`src/rtl/gray_desel_pkg.sv`:
```
// Shared widths, slot range and frame-end phase for the gray feedback deselector.
package gray_desel_pkg;
  localparam int PHASE_W    = 11;
  localparam int WORD_W     = 10;
  localparam int SLOT_W     = 4;
  localparam int SLOT_FIRST = 1;
  localparam int SLOT_LAST  = 10;

  localparam logic [PHASE_W-1:0] FRAME_END = 11'd2047;

  typedef logic [PHASE_W-1:0] phase_t;
  typedef logic [SLOT_W-1:0]  slot_t;
endpackage

```
`src/rtl/gray_slot_dec.sv`:
```
// Trailing-ones decoder: the slot is the gray bit that toggles on the edge where
// the phase counter holds n.
module gray_slot_dec
  import gray_desel_pkg::*;
(
  input  logic [PHASE_W-1:0] n_i,
  output logic [SLOT_W-1:0]  slot_o
);

  // Scan downward so the last hit is the lowest zero bit; all-ones yields PHASE_W.
  always_comb begin
    slot_o = SLOT_W'(PHASE_W);
    for (int i = PHASE_W - 1; i >= 0; i--) begin
      if (!n_i[i]) slot_o = SLOT_W'(i);
    end
  end

endmodule

```
`src/rtl/gray_deselector_fb.sv`:
```
// Rebuilds the 10-bit counter word from the gray-multiplexed feedback stream.
// Optional slot-consistency checking is enabled by GRAY_DESEL_ERRCHK_EN.
module gray_deselector_fb
  import gray_desel_pkg::*;
(
  input  logic              clk_ext,
  input  logic              rst_ext,
  input  logic              sync_clr,
  input  logic              bit_in,
  output logic [WORD_W-1:0] word_o,
  output logic              word_valid,
  output logic [SLOT_W-1:0] slot_o,
  output logic              err_o
);

  phase_t            n_q;
  logic [WORD_W-1:0] shadow_q, shadow_d;
  logic [WORD_W-1:0] word_q;
  logic              valid_q;
  slot_t             slot;
  logic [SLOT_W-1:0] sh_idx;
  logic              sample_en;
  logic              frame_end;

  gray_slot_dec u_slot_dec (
    .n_i    (n_q),
    .slot_o (slot)
  );

  assign slot_o     = slot;
  assign sample_en  = (slot >= SLOT_W'(SLOT_FIRST)) && (slot <= SLOT_W'(SLOT_LAST));
  // Slot 1 lands in the word MSB, slot 10 in the LSB.
  assign sh_idx     = SLOT_W'(SLOT_LAST) - slot;
  assign frame_end  = (n_q == FRAME_END);
  assign word_o     = word_q;
  assign word_valid = valid_q;

  always_comb begin
    shadow_d = shadow_q;
    if (sample_en) shadow_d[sh_idx] = bit_in;
  end

  always_ff @(posedge clk_ext or posedge rst_ext) begin
    if (rst_ext) begin
      n_q      <= '0;
      shadow_q <= '0;
      word_q   <= '0;
      valid_q  <= 1'b0;
    end else if (sync_clr) begin
      n_q      <= '0;
      shadow_q <= '0;
      valid_q  <= 1'b0;
    end else begin
      n_q      <= n_q + 1'b1;
      shadow_q <= shadow_d;
      valid_q  <= frame_end;
      if (frame_end) word_q <= shadow_q;
    end
  end

`ifdef GRAY_DESEL_ERRCHK_EN
  logic [WORD_W-1:0] seen_q, seen_d;
  logic [WORD_W-1:0] ref_q, ref_d;
  logic              ferr_q, ferr_d;
  logic              err_q;

  // First sample of a slot is the reference; any later disagreement flags the frame.
  always_comb begin
    seen_d = seen_q;
    ref_d  = ref_q;
    ferr_d = ferr_q;
    if (sample_en) begin
      if (!seen_q[sh_idx]) begin
        seen_d[sh_idx] = 1'b1;
        ref_d[sh_idx]  = bit_in;
      end else if (ref_q[sh_idx] != bit_in) begin
        ferr_d = 1'b1;
      end
    end
  end

  always_ff @(posedge clk_ext or posedge rst_ext) begin
    if (rst_ext) begin
      seen_q <= '0;
      ref_q  <= '0;
      ferr_q <= 1'b0;
      err_q  <= 1'b0;
    end else if (sync_clr) begin
      seen_q <= '0;
      ferr_q <= 1'b0;
    end else if (frame_end) begin
      seen_q <= '0;
      ferr_q <= 1'b0;
      err_q  <= ferr_q;
    end else begin
      seen_q <= seen_d;
      ref_q  <= ref_d;
      ferr_q <= ferr_d;
    end
  end

  assign err_o = err_q;
`else
  assign err_o = 1'b0;
`endif

endmodule

```
`config.mk`:
```
export PLATFORM = sky130hd
export DESIGN_NAME = gray_deselector_fb
export DESIGN_NICKNAME = d
export VERILOG_FILES = /design/src/rtl/gray_desel_pkg.sv /design/src/rtl/gray_slot_dec.sv /design/src/rtl/gray_deselector_fb.sv
export SDC_FILE = /design/constraint.sdc
export NUM_CORES = 1
export LEC_CHECK = 0
export CAP_MARGIN = 40
export CORE_MARGIN = 2
export CORE_UTILIZATION = 50
export CTS_CLUSTER_DIAMETER = 200
export DETAILED_ROUTE_END_ITERATION = 10
export DONT_BUFFER_PORTS = 1
export GPL_TIMING_DRIVEN = 0
export PLACE_DENSITY = 0.76
export SLEW_MARGIN = 20
export SYNTH_ARGS = -nofsm -noshare
export SYNTH_HDL_FRONTEND = slang
export SYNTH_SLANG_ARGS = --single-unit
```
`constraint.sdc`:
```
create_clock -name clk_ext -period 1.8 [get_ports clk_ext]
set_input_delay 0.27 -clock clk_ext [delete_from_list [all_inputs] [get_ports clk_ext]]
set_output_delay 0.27 -clock clk_ext [all_outputs]
set_load 0.02 [all_outputs]
```
==> results.yml, run 1 <==
power_and_ir_drop:
  p_comb_share_pct: 8.8
  p_per_area_nw_per_um2: 684
  seqPwrFrac_pct: 57.6
  ir_drop_v: 0.000474
  p_clk_share_pct: 33.7
  totalPowerFinal_mw: 1.28
  p_sw_mw: 0.313
  p_leak_nw: 0.840
  intPower_mw: 0.962
  p_sw_share_pct: 24.6
critical_path:
  required_ps: 1530
  arrival_ps: 1570
  start_kind: "flip-flop"
  path_max_fanout: 9
  end_kind: "output pin"
  critical_path_class: "reg2out"
routing:
  final_antenna_net_count: 0
  dr.pass1.iters: 4
  vias: 1101
  drc: 0
  drt_iter0_drc: 30
  drt-vias-per-instance: 5.86
  wl_per_cell_um: 18.1
  wl_um: 3400
clock_tree:
  cts_tree: "built"
  clkLatencyLatePin_ps: 330
  root_buffer: "clkbuf_4"
  cts.sinks: 32
  cts.clk_slew.worst_paths_ps: 90
  cts_buffers: 5
  clock_path_buffers: 2
  h-tree-depth: 2
sta:
  relSlewSlack_pct: 56.0
  hold_slack_ps: 63.0
  clock.fmax_mhz: 543
  rsz0062_at_grt: "yes"
  maxSlewViolCount: 0
  skew_ps: 3.34
  hold_viol: 0
  finalSetupViolCount: 6
  worst_pin_slew_ps: 659
  period_needed_ps: 1840
  setup_slack_ps: -40.0
  timing.final.crit_share_pct: 102
layout:
  num-nets-final: 159
  num_antenna_cells: 0
  nFillCells: 253
  drive_gt1_share_pct: 35.5
  area_delta_synth_final_pct: 19.8
  finish.instance_area_um2: 1860
placed_design:
  port-buffer-count: 0
  hpwl_um: 1990
  placed_cell_area_um2: 1610
  post-place-ws_ps: -177
  routabilityCongestion: 0.820
floorplanning:
  ios: 20
  core_area_um2: 3000
  die_y_um: 59.8
  die_area_um2: 3570
  die_x_um: 59.8
  num_rows: 20
  initial_core_util_pct: 51.8
synthesis:
  syn_area_um2: 1560
  synth_area_leaders: "dfrtp_1 (51%), mux2_4 (8.7%), mux2i_1 (5.1%)"
  synth.top_cell.area_share_pct: 51.5
  synth_edf_count: 0
  netlist_top_cells_count: "dfrtp_1 (32), nor2_1 (12), mux2_4 (9), nand2_1 (9)"
  async_flop_share_pct: 100
  yosysMostFrequentCell: "dfrtp_1"
  yosys_warnings: 0
  yosysSeqAreaShare_pct: 51.5
  syn_nets: 138
  synthFlopType: "dfrtp_1"
  yosysUniqueCellTypes: 39
  synth_top_cell_by_area: "dfrtp_1"
  synth-seq-cells: 32
  synth_area_per_cell_um2: 11.7
  synthCells: 133
global_route:
  grtUsageTotal_pct: 19.3
  grt_overflow_total: 0
  grtUsageMet3_pct: 8.23
  grt.busiest_layer: "met2"
  grt_pass1_wl_um: 4970
  grt_antenna_before_repair: 0
  grt_max_degree: 33
  grt_util_met1_pct: 23.1
  grt_pass1_vias: 1086
  grtUsageMet2_pct: 30.6
min_path:
  hp-class: "in2reg"
job:
  maxCapViolations: 0
run_status:
  violations: "negative setup slack"
  outcome: "complete, but fails checks"
-- metal layers --
| layer | vias to the layer above | wire, um |
|---|---|---|
| li1 | 499 | - |
| met2 | 42 | 1730 |
| met4 | 0 | 47 |
| met3 | 8 | 239 |
| met5 | - | 0 |
| met1 | 552 | 1380 |
-- timing repair --
item | 4_1_cts | 5_1_grt
hold buffers | 1 | 0
resized for setup | 12 | 13
pin swaps | 4 | 9
cloned | 1 | 0
setup endpoints to repair | 18 | 14
endpoints found under the hold margin | 32 | 0
buffers inserted | 6 | 6
-- critical path, cell delays in order (launching register included) --
cell and delay, ps:
dfrtp_2 460, nor2b_1 170, o21ai_2 200, nand3_4 160, a21boi_4 250
-- kinds of logic after synthesis --
kind of cell / count (synthesis) / share of synthesized area [%]
AOI/OAI and AO/OA: 17 / 7.96
xor gates and xnor gates: 5 / 2.82
adders and majority gates: 1 / 0.804
buffers and inverters: 10 / 3.86
DFF: 32 / 51.5
muxes: 18 / 14.6
other: 1 / 0.241
and+or+nand+nor: 49 / 18.3
-- registers in the layout (all words and copies together), names as in the netlist --
name        count
word_o         10
word_valid      1
n_q            11
shadow_q       10
-- final cells by class --
cell class                      count  area (um^2)  share of cell area [%]
Tap cell                           33         41.3                    2.22
Clock buffer                        8         58.8                    3.16
Multi-Input combinational cell     91          773                    41.5
Inverter                            4         15.0                   0.806
Timing Repair Buffer               14          119                    6.38
Sequential cell                    32          807                    43.3
Buffer                              6         48.8                    2.62
-- through the flow --
| step | std cells | setup TNS (ps) | util [%] |
|---|---|---|---|
| CTS | 182 | -405 | 58.8 |
| global route | 188 | -620 | 62.0 |
| finish | 188 | -122 | 62.0 |
| detailed placement | 166 | -1810 | 53.6 |
| floorplan | 133 | 0 | - |
| global placement | 166 | -1450 | 53.6 |
-- cell usage in the layout (no fill, tap or decap), drive strengths merged --
| cell type | synthesis | final |
|---|---|---|
| a211o | 1 | 1 |
| a21boi | 1 | 1 |
| a21o | 1 | 1 |
| a21oi | 5 | 5 |
| a31o | 1 | 1 |
| a31oi | 1 | 1 |
| a32oi | 1 | 1 |
| a41oi | 1 | 1 |
| buf | 4 | 17 |
| clkbuf | 2 | 10 |
| conb | 1 | 1 |
| dfrtp | 32 | 32 |
| dlygate4sd3 | 0 | 1 |
| ha | 1 | 1 |
| inv | 4 | 4 |
| mux2 | 10 | 10 |
| mux2i | 8 | 8 |
| nand2 | 9 | 9 |
| nand2b | 8 | 8 |
| nand3 | 7 | 7 |
| nand3b | 1 | 1 |
| nand4 | 2 | 2 |
| nor2 | 13 | 13 |
| nor2b | 3 | 3 |
| nor3 | 1 | 1 |
| nor3b | 3 | 3 |
| nor4 | 1 | 1 |
| o21a | 1 | 1 |
| o21ai | 4 | 4 |
| or3 | 1 | 1 |
| xnor2 | 3 | 3 |
| xor2 | 2 | 2 |
-- power by group through the flow --
| stage | registers (mW) | clock network (mW) | logic (mW) |
|---|---|---|---|
| after floorplan | 0.749 | 0 | 0.0623 |
| after global placement | 0.752 | 0 | 0.0749 |
| after detailed placement | 0.752 | 0 | 0.0782 |
| after CTS | 0.733 | 0.437 | 0.102 |
| after global routing | 0.735 | 0.467 | 0.120 |
| final | 0.734 | 0.429 | 0.112 |
-- worst paths after layout --
path | start | endpoint | slack (ps) | cells past startpoint
worst min register to register | shadow_q[5] | word_o[5] | 520 | 1
worst max register to register | n_q[1] | word_o[2] | -20 | 7
worst max-delay path | n_q[5] | slot_o[0] | -40 | 4
max in group asynchronous | rst_ext | n_q[5] | 850 | 2
worst min-delay path | bit_in | shadow_q[8] | 60 | 2
min in group asynchronous | rst_ext | n_q[10] | 480 | 2
(Power assumes the default switching activity.)
==> run 2: changes to the inputs <==
--- a/config.mk
+++ b/config.mk
@@ -5,14 +5,14 @@
 export SDC_FILE = /design/constraint.sdc
 export NUM_CORES = 1
 export LEC_CHECK = 0
-export CAP_MARGIN = 40
+export CAP_MARGIN = 10
 export CORE_MARGIN = 2
 export CORE_UTILIZATION = 50
 export CTS_CLUSTER_DIAMETER = 200
 export DETAILED_ROUTE_END_ITERATION = 10
 export DONT_BUFFER_PORTS = 1
 export GPL_TIMING_DRIVEN = 0
-export PLACE_DENSITY = 0.76
+export PLACE_DENSITY = 0.73
 export SLEW_MARGIN = 20
 export SYNTH_ARGS = -nofsm -noshare
 export SYNTH_HDL_FRONTEND = slang
==> constraint.sdc (replaced) <==
create_clock -name clk_ext -period 2.3 [get_ports clk_ext]
set_input_delay 0.345 -clock clk_ext [delete_from_list [all_inputs] [get_ports clk_ext]]
set_output_delay 0.345 -clock clk_ext [all_outputs]
set_load 0.02 [all_outputs]
==> run 2 against run 1 <==
  * Flip-flop and latch count unchanged
  * Sequential share of layout area increased by 3.6 points
  * Worst setup slack improved by 220 ps
  * Clock-buffer cell count decreased by 1
  * Register-to-register slack improved by 290 ps
  * The flow now finishes without violations
  * Die area unchanged
  * Routed wire length decreased by 17%
  * Largest cell class unchanged
  * Combinational power decreased by 46%
  * Hold slack improved by 78 ps
  * Design area decreased by 8.5%
  * First-iteration DRC count decreased by 50%
  * Highest routed layer unchanged
  * Global-route usage decreased by 1.2 points
==> results.yml, run 2 (synthesis results as in run 1) <==
run_status:
  outcome: "completed"
layout:
  num-nets-final: 146
  layout_common_cells: "dfrtp_1 (32), nor2_1 (12), mux2_4 (9), nand2_1 (9)"
  drive_gt1_share_pct: 22.5
  num_antenna_cells: 0
  largest_reg_flops: 11
  final_cells: 175
  layout_commonest_cell: "dfrtp_1"
  largest-register: "n_q"
  nFillCells: 270
  finish.instance_area_um2: 1710
  area_delta_synth_final_pct: 9.65
critical_path:
  reg2reg_slack_ps: 270
  required_ps: 1960
  critical_path_class: "reg2out"
  r2r-end: "word_o[6]"
  end_kind: "output pin"
  reg2reg_depth: 7
  path_max_fanout: 9
  arrival_ps: 1770
  r2r_start: "n_q[1]"
  start_kind: "flip-flop"
min_path:
  whs_endpoint: "shadow_q[8]"
  hold_depth: 2
  min_from: "bit_in"
  hp-class: "in2reg"
routing:
  drt-vias-per-instance: 5.76
  drc: 0
  final_antenna_net_count: 0
  drt_iter0_drc: 15
  dr.pass1.iters: 4
  wl_per_cell_um: 16.1
  wl_um: 2830
  vias: 1008
global_route:
  grtUsageTotal_pct: 18.1
  grt_antenna_before_repair: 0
  grt_pass1_vias: 961
  grt_max_degree: 33
  grt_pass1_wl_um: 4640
  grt_overflow_total: 0
sta:
  maxSlewViolCount: 0
  timing.final.crit_share_pct: 92.2
  finalSetupViolCount: 0
  rsz0062_at_grt: "no"
  relSlewSlack_pct: 48.2
  clock.fmax_mhz: 472
  skew_ps: 16.7
  hold_viol: 0
  setup-tns-final_ps: 0
  worst_pin_slew_ps: 775
  period_needed_ps: 2120
placed_design:
  routabilityCongestion: 0.896
  hpwl_um: 1970
  port-buffer-count: 0
  placed_cell_area_um2: 1600
  placed_cells: 166
clock_tree:
  cts.clk_slew.worst_paths_ps: 100
  cts.sinks: 32
  clkLatencyLatePin_ps: 350
  cts_setup_buffers: 0
  cts_tree: "built"
  root_buffer: "clkbuf_4"
  clock_path_buffers: 2
  h-tree-depth: 2
  cts_buffers: 5
floorplanning:
  initial_core_util_pct: 51.8
  die_x_um: 59.8
  num_rows: 20
  die_y_um: 59.8
  die_area_um2: 3570
  core_area_um2: 3000
  ios: 20
power_and_ir_drop:
  totalPowerFinal_mw: 1.12
  ir_drop_v: 0.000526
  p_leak_nw: 0.774
  p_per_area_nw_per_um2: 660
job:
  maxCapViolations: 0
==> run 2: cell count changes in the layout (fill, tap and decap cells not counted), moves of 2 or more <==
| cell | change |
|---|---|
| dfrtp_2 | -5 |
| clkbuf_1 | -2 |
| nand2_1 | +2 |
| dfrtp_1 | +5 |
| buf_4 | -9 |
| buf_6 | -4 |
| nand3_4 | -2 |
| nand2_2 | -2 |
==> run 2: final cells by class <==
| class | count | area (um^2) | area share (%) |
|---|---|---|---|
| flip-flops and latches | 32 | 801 | 47.0 |
| multi-input cells | 91 | 698 | 40.9 |
| clock buffers | 7 | 65.1 | 3.82 |
| plain buffers | 6 | 45.0 | 2.64 |
| well taps | 33 | 41.3 | 2.42 |
| clock inverters | 1 | 30.0 | 1.76 |
| inverters | 4 | 15.0 | 0.880 |
| repair buffers | 1 | 10.0 | 0.587 |
==> run 2: worst max-delay path: stages, from the launching register on <==
cell and delay, ps:
dfrtp_1 440, nor2b_1 150, o21ai_1 170, nand3_1 290
a21boi_2 370
==> run 2: worst max-delay path by stage <==
stage / to / start / slack (ps) / cells past startpoint
2_1_floorplan: word_o[0] / n_q[1] / 480 / 7
3_3_place_gp: word_o[6] / n_q[1] / 310 / 7
3_5_place_dp: word_o[0] / n_q[1] / 290 / 7
4_1_cts: slot_o[0] / n_q[5] / 70 / 4
5_1_grt: slot_o[0] / n_q[5] / 40 / 4
6_report: slot_o[0] / n_q[5] / 180 / 4
==> run 2: timing repair <==
item | CTS | global route
endpoints found under the setup margin | 1 | 1
hold buffers | 1 | 0
resized for setup | 1 | 1
hold endpoints to repair | 28 | 0
==> run 2: power by group <==
group | total (mW) | switching (mW) | internal, mW
clock network | 0.488 | 0.199 | 0.289
registers | 0.576 | 0.00809 | 0.568
logic | 0.0606 | 0.0411 | 0.0195
total | 1.12 | 0.249 | 0.876
==> run 2: per-stage QoR <==
step / util, % / worst slack [ps] / hold slack (ps)
floorplan: - / 479 / 461
global placement: 53.2 / 311 / 486
detailed placement: 53.2 / 289 / 365
CTS: 56.7 / 72.0 / 135
global route: 56.8 / 35.7 / 128
finish: 56.8 / 180 / 141
==> run 2: metal layers <==
metal / vias to the layer above / track usage (%) / share of wire [%]
li1: 471 / - / -
met1: 505 / 23.2 / 46
met2: 26 / 27.2 / 47
met3: 6 / 8.87 / 6.2
met4: 0 / 4.76 / 1.0
met5: - / 0 / 0
